## src/rtl/loader_pkg.sv

```systemverilog
// Shared types and default sizes for the policy loader.
package loader_pkg;

  typedef enum logic [1:0] {
    IDLE = 2'd0,
    LOAD = 2'd1,
    DONE = 2'd2
  } state_t;

  localparam int DEF_N_TARGETS = 3;
  localparam int DEF_DATA_W    = 32;
  localparam int DEF_DEPTH     = 8;
  localparam int DEF_NB_PERIPH = 8;
  localparam int DEF_ID_W      = 3;

endpackage

```

## src/rtl/policy_loader_cksum.sv

```systemverilog
// XOR accumulator over accepted words, compared against a reference latched at start.
// Only built when POLICY_LOADER_CHECKSUM_EN is defined.
`ifdef POLICY_LOADER_CHECKSUM_EN
module policy_loader_cksum #(
  parameter int DATA_W = 32
) (
  input  logic              clk_i,
  input  logic              rst_i,
  input  logic              clear_i,
  input  logic [DATA_W-1:0] ref_i,
  input  logic              accept_i,
  input  logic [DATA_W-1:0] data_i,
  input  logic              check_i,
  output logic [DATA_W-1:0] cksum_o,
  output logic              mismatch_o
);

  logic [DATA_W-1:0] r_acc;
  logic [DATA_W-1:0] r_ref;

  always_ff @(posedge clk_i) begin
    if (rst_i) begin
      r_acc <= '0;
      r_ref <= '0;
    end else if (clear_i) begin
      r_acc <= '0;
      r_ref <= ref_i;
    end else if (accept_i) begin
      r_acc <= r_acc ^ data_i;
    end
  end

  assign cksum_o    = r_acc;
  assign mismatch_o = check_i && (r_acc != r_ref);

endmodule
`endif

```

## src/rtl/policy_loader.sv

```systemverilog
// Streams DEPTH words into one of N_TARGETS policy memories, gated by load_ctrl_i[id].
// Optional POLICY_LOADER_CHECKSUM_EN adds cksum_i/cksum_o and an end-of-load XOR check.
module policy_loader
  import loader_pkg::*;
#(
  parameter int N_TARGETS = DEF_N_TARGETS,
  parameter int DATA_W    = DEF_DATA_W,
  parameter int DEPTH     = DEF_DEPTH,
  parameter int NB_PERIPH = DEF_NB_PERIPH,
  parameter int ID_W      = DEF_ID_W,
  parameter int ADDR_W    = $clog2(DEPTH),
  parameter int SEL_W     = (N_TARGETS > 1) ? $clog2(N_TARGETS) : 1
) (
  input  logic                 clk_i,
  input  logic                 rst_i,
  input  logic                 start_i,
  input  logic [SEL_W-1:0]     target_sel_i,
  input  logic [ID_W-1:0]      id_i,
  input  logic                 abort_i,
  input  logic [NB_PERIPH-1:0] load_ctrl_i,
  input  logic [DATA_W-1:0]    data_i,
  input  logic                 data_valid_i,
  output logic                 data_ready_o,
  output logic [N_TARGETS-1:0] wr_o,
  output logic [ADDR_W-1:0]    addr_o,
  output logic [DATA_W-1:0]    wdata_o,
  output logic                 busy_o,
  output logic                 done_o,
  output logic                 err_o
`ifdef POLICY_LOADER_CHECKSUM_EN
  ,
  input  logic [DATA_W-1:0]    cksum_i,
  output logic [DATA_W-1:0]    cksum_o
`endif
);

  localparam logic [ADDR_W-1:0] LAST = ADDR_W'(DEPTH - 1);

  state_t               r_state, w_state_nxt;
  logic [SEL_W-1:0]     r_sel;
  logic [ID_W-1:0]      r_id;
  logic [ADDR_W-1:0]    r_count;
  logic [N_TARGETS-1:0] r_wr;
  logic [ADDR_W-1:0]    r_addr;
  logic [DATA_W-1:0]    r_wdata;
  logic                 r_err;

  logic w_start, w_bad_sel, w_abort, w_ready, w_accept, w_cksum_err;

  assign w_start   = (r_state == IDLE) && start_i;
  assign w_bad_sel = int'(target_sel_i) >= N_TARGETS;
  assign w_abort   = (r_state == LOAD) && abort_i;
  assign w_ready   = (r_state == LOAD) && load_ctrl_i[r_id];
  // Abort wins over a beat presented in the same cycle.
  assign w_accept  = w_ready && data_valid_i && !abort_i;

  always_comb begin
    w_state_nxt = r_state;
    case (r_state)
      IDLE:    if (w_start && !w_bad_sel) w_state_nxt = LOAD;
      LOAD: begin
        if (abort_i)                             w_state_nxt = IDLE;
        else if (w_accept && (r_count == LAST))  w_state_nxt = DONE;
      end
      DONE:    w_state_nxt = IDLE;
      default: w_state_nxt = IDLE;
    endcase
  end

  always_ff @(posedge clk_i) begin
    if (rst_i) begin
      r_state <= IDLE;
      r_sel   <= '0;
      r_id    <= '0;
      r_count <= '0;
      r_wr    <= '0;
      r_addr  <= '0;
      r_wdata <= '0;
      r_err   <= 1'b0;
    end else begin
      r_state <= w_state_nxt;
      r_err   <= (w_start && w_bad_sel) || w_abort;
      r_wr    <= w_accept ? (N_TARGETS'(1) << r_sel) : '0;
      r_addr  <= w_accept ? r_count : '0;
      r_wdata <= w_accept ? data_i  : '0;
      if (w_start) begin
        r_sel   <= target_sel_i;
        r_id    <= id_i;
        r_count <= '0;
      end else if (w_abort) begin
        r_count <= '0;
      end else if (w_accept && (r_count != LAST)) begin
        r_count <= r_count + 1'b1;
      end
    end
  end

`ifdef POLICY_LOADER_CHECKSUM_EN
  policy_loader_cksum #(.DATA_W(DATA_W)) u_cksum (
    .clk_i     (clk_i),
    .rst_i     (rst_i),
    .clear_i   (w_start),
    .ref_i     (cksum_i),
    .accept_i  (w_accept),
    .data_i    (data_i),
    .check_i   (r_state == DONE),
    .cksum_o   (cksum_o),
    .mismatch_o(w_cksum_err)
  );
`else
  assign w_cksum_err = 1'b0;
`endif

  assign data_ready_o = w_ready;
  assign wr_o         = r_wr;
  assign addr_o       = r_addr;
  assign wdata_o      = r_wdata;
  assign busy_o       = (r_state != IDLE);
  assign done_o       = (r_state == DONE);
  assign err_o        = r_err || w_cksum_err;

endmodule

```

## config.mk

```make
export PLATFORM = sky130hd
export DESIGN_NAME = policy_loader
export DESIGN_NICKNAME = d
export VERILOG_FILES = /design/src/rtl/loader_pkg.sv /design/src/rtl/policy_loader_cksum.sv /design/src/rtl/policy_loader.sv
export SDC_FILE = /design/constraint.sdc
export NUM_CORES = 1
export LEC_CHECK = 0
export CAP_MARGIN = 20
export CORE_ASPECT_RATIO = 1.2
export CORE_MARGIN = 2
export CORE_UTILIZATION = 38
export CTS_CLUSTER_SIZE = 16
export DETAILED_ROUTE_END_ITERATION = 8
export MAX_ROUTING_LAYER = met4
export PLACE_DENSITY_LB_ADDON = 0.08
export SYNTH_ARGS = -nofsm -noshare
export SYNTH_HDL_FRONTEND = slang
export SYNTH_SLANG_ARGS = --single-unit
```

## constraint.sdc

```tcl
create_clock -name clk_i -period 2.1 [get_ports clk_i]
set_input_delay 0.21 -clock clk_i [delete_from_list [all_inputs] [get_ports clk_i]]
set_output_delay 0.21 -clock clk_i [all_outputs]
set_load 0.03 [all_outputs]
```

Word-level counts from Yosys, hierarchy flattened --
Cells that the tools add are included.
Word-level totals: memories kept 0, latch bits 0, bits in writable memories 0, register bits 49, output and inout bits 42, ROM bits 0, word-level logic and storage cells 42
Operators by class: $lt $le $gt $ge 2, $add $sub $neg 1, multiply operators 0, reduce and logical (&&, ||, !) cells 17, shifts and indexed selects 1, bitwise gates (word level) 1, multiplexer cells 6, equal/unequal tests 6, div/mod/pow operators 0
Operators with widths (number):
- 1-bit logical AND | 9
- 2-bit 2-to-1 mux | 3
- 3-bit by 4-bit less-than comparator with 1-bit output (second input constant) | 1
- 2-bit one-hot mux with 2 select lines | 1
- 3-bit by 1-bit adder with 3-bit output (second input constant) | 1
- 1-bit binary-select mux with 3-bit select | 1
- 3-bit equality test (second input constant) | 1
- 3-bit by 2-bit != test with 1-bit output (second input constant) | 1
- 3-bit != test (second input constant) | 1
- 3-bit OR reduction | 1
- 1-bit by 2-bit << shifter with 3-bit output (first input constant) | 1
- 2-bit by 1-bit equality test with 1-bit output (second input constant) | 1
- 2-bit equality test (second input constant) | 1
- 2-bit >= comparator (second input constant) | 1
- 1-bit logical NOT | 2
- 2-bit logical NOT | 1
- 2-bit by 1-bit != test with 1-bit output (second input constant) | 1
- 2-bit AND reduction | 1
- 2-bit nonzero test | 1
- 2-bit OR reduction | 1
- 1-bit logical OR | 1
- 1-bit 2-to-1 mux | 1
- 1-bit NOT | 1

Longest topological paths before layout --
word-level depth 9, gate-level depth with buffers 7

Worst setup path after synthesis --
No wires, ideal clock.
path kind register to output, from reg r_id[0], to out data_ready_o, required time 1.890 ns, data arrival time 1.733 ns, setup slack 0.157 ns, path buffers 1, cell stages (with the launch flop) 5, cell sequence dfxtp_1 buf_4 mux2i_1 a22o_1 nor4_1
On the way: longest elaborated chain between the ends 3
Ends and longest elaborated chain:
- from (decl) | RTL line policy_loader.sv:41 | logic [ID_W-1:0] r_id;
- from (signal assigned) | RTL line policy_loader.sv:88 | r_id <= id_i;
- 1-bit binary-select mux with 3-bit select | RTL line policy_loader.sv:53 | assign w_ready = (r_state == LOAD) && load_ctrl_i[r_id];
- 1-bit 2-to-1 mux (implied by the code) | RTL line policy_loader.sv:53
- 1-bit logical AND | RTL line policy_loader.sv:53
- to (decl) | RTL line policy_loader.sv:23 | output logic data_ready_o,
No other way between the ends. The select of a mux whose other input is x is not followed.

Worst setup path after layout --
Ends and elaborated chain as after synthesis.

==> results.ini <==
[timing]
setup_viol=0
finalHoldViolations=0
tightest_slew_ns=0.442
fmax_ghz=0.547
setup_slack_ns=0.272
rsz0062_at_grt=false
drv_slew=0
period_share=0.870
period_minus_slack_ns=1.83
maxSlewHeadroom=0.705
tns_ns=0
skew_ns=0.00495

[power_and_ir_drop]
clockPowerShare=0.368
powerDensity_nw_per_um2=666
swShare=0.199
ir_drop_mv=0.391
power_frac_seq=0.526
switchingPower_uw=361
internal_power_mw=1.45
p_leak_nw=1.07
power_frac_comb=0.106

[min_path]
holdPathStages=2
holdPathEnd=wdata_o[3]
hold_start=data_i[3]
hp-class=in2reg

[run]
cap_viol_max_count=0

[floorplanning]
die_y_um=76.5
initial_core_util=0.393
pin_count=92
die_area_um2=4930
num_rows=26
die_w_um=64.4
core-area_um2=4230

[critical_path]
critical_path.slowest_cell=dfxtp_1
timing.rr.end=addr_o[0]
critical_path_required_ns=1.89
crit_buf_inv=1
r2r_cells=5
critPathMaxFanout=5
cp-start-kind=flop
max_stage_delay_ns=0.45
path_class=reg2out
end_kind=primary output
r2r_slack_ns=0.45
critical-path-top-delay-family=flip-flops
critical_path_arrival_ns=1.62
path_cells=mux2_2, o22ai_4, nor4_1, buf_4
reg2reg_from=r_id[0]

[finish]
regArea_um2=981
drive_gt1_frac=0.0702
fin_nets=293
area_delta_synth_final_pct=63.8
fillers=359
fin_area_um2=2730
antenna_cells=0
multiInputGateArea_um2=624

[placement]
pre_cts_ws_ns=0.255
dpl_cell_area_um2=2610
hpwl_um=2790
io_buffers=91
gp_congestion=0.761

[detailed_routing]
routed_wl_um=3540
drt_iter0_drc=33
drt-met1-wl_um=1370
first_pass_iters=4
vias=1304
dr_wl_met3_um=266
viasPerCell=4.38
dr_wl_met2_um=1880
wl_per_cell_um=11.9
ant_nets=0
drcViolationCount=0
highest_layer=met4

[global_route]
grt-ovfl-total=0
grt_pass1_vias=1297
grt_pass1_wl_um=5880
antenna_found_initial=0
track_usage=0.156
grt_max_degree=29

[synth]
async_flop_share=0
synth_top_area_share=0.589
ys.flop_type=dfxtp_1
synthCells=148
synth_most_common_cell=dfxtp_1
avgSynthCellArea_um2=11.2
synthesis.area_um2=1660
seq_area_frac_synth=0.589
syn_nets=200
synth_edf_count=0
ys_warn_count=0
ys_top_cells_by_count=dfxtp_1, and2_1, mux2i_1, nand2_1, nor2_1
ys_seq_elements=49
synthTopCellsByArea=dfxtp_1, and2_1, mux2i_1
yosysUniqueCellTypes=30
synth_area_leader_cell=dfxtp_1

[cts]
cts_buffers=5
clk_latency_ns=0.29
hold_buffers=0
ctsResizeCount=0
cts_tree=done
clock-sinks=49
htree_levels=2
post_cts_buffers=0
clkTransAtPathRegs_ns=0.08
cts_root_buf=clkbuf_8
cts_buffer_depth=2

[outcome]
outcome=finished clean

registers in the layout, indices dropped and copies added (netlist names):
signal / count
wdata_o: 32
wr_o: 3
r_sel: 2
r_state: 2
addr_o: 3
err_o: 1
r_count: 3
r_id: 3
layer usage:
layer | global-route usage | vias to the layer above
met5 | - | -
met4 | 0.0489 | 0
met3 | 0.0458 | 4
met2 | 0.271 | 52
met1 | 0.170 | 587
li1 | - | 661
cells in the final DEF, fill, tap and decap left out, drive strengths merged, types with 3 or more instances in the layout:
cell           Yosys  final
mux2i             10     10
buf                4      3
dfxtp             49     49
nor2               7      7
and2              35     35
clkdlybuf4s50      0     90
nand2             10     10
mux2               3      3
clkbuf             3      7
inv                3      3
nand2b             3      3
power by group through the flow:
stage / sequential (mW) / clock [mW] / combinational [mW]
2_1_floorplan: 0.984 / 0 / 0.0693
5_1_grt: 0.957 / 0.736 / 0.207
3_5_place_dp: 0.976 / 0 / 0.194
6_report: 0.954 / 0.668 / 0.192
4_1_cts: 0.954 / 0.697 / 0.195
3_3_place_gp: 0.975 / 0 / 0.189
worst max path at each step:
stage | to | slack (ns) | cells after the start | startpoint
after global placement | addr_o[0] | 0.34 | 6 | load_ctrl_i[3]
after global routing | data_ready_o | 0.16 | 4 | r_id[0]
final | data_ready_o | 0.27 | 4 | r_id[0]
after floorplan | data_ready_o | 0.16 | 4 | r_id[0]
after CTS | data_ready_o | 0.24 | 4 | r_id[0]
after detailed placement | wdata_o[30] | 0.25 | 6 | abort_i
worst register-to-register path: stages, from the launching register on:
cell and delay (ns):
dfxtp_1 0.45, mux2_2 0.39, o22ai_4 0.23, nor4_4 0.09, buf_4 0.21, and2_1 0.19
cells by family after synthesis:
logic type | after synthesis | synth area share
compound gates | 6 | 0.0308
fa+ha+maj | 2 | 0.0150
buf+inv | 10 | 0.0353
flops | 49 | 0.589
mux | 13 | 0.0805
simple gates | 68 | 0.249
through the flow:
step | hold slack (ns) | instances | power [mW] | util
after global routing | 0.467 | 298 | 1.90 | 0.645
final | 0.474 | 298 | 1.81 | 0.645
after detailed placement | 0.467 | 290 | 1.17 | 0.617
after global placement | 0.454 | 290 | 1.16 | 0.617
after floorplan | 0.332 | 148 | 1.05 | -
after CTS | 0.459 | 298 | 1.85 | 0.645
final cells by class:
| cell class | instances | share of cell area |
|---|---|---|
| repair buffers | 93 | 0.339 |
| flip-flops and latches | 49 | 0.360 |
| clock buffers | 7 | 0.0317 |
| inverters | 3 | 0.00413 |
| multi-input cells | 89 | 0.229 |
| well taps | 56 | 0.0257 |
| clock inverters | 1 | 0.0110 |
No activity file was read; power rests on OpenSTA's default activity.
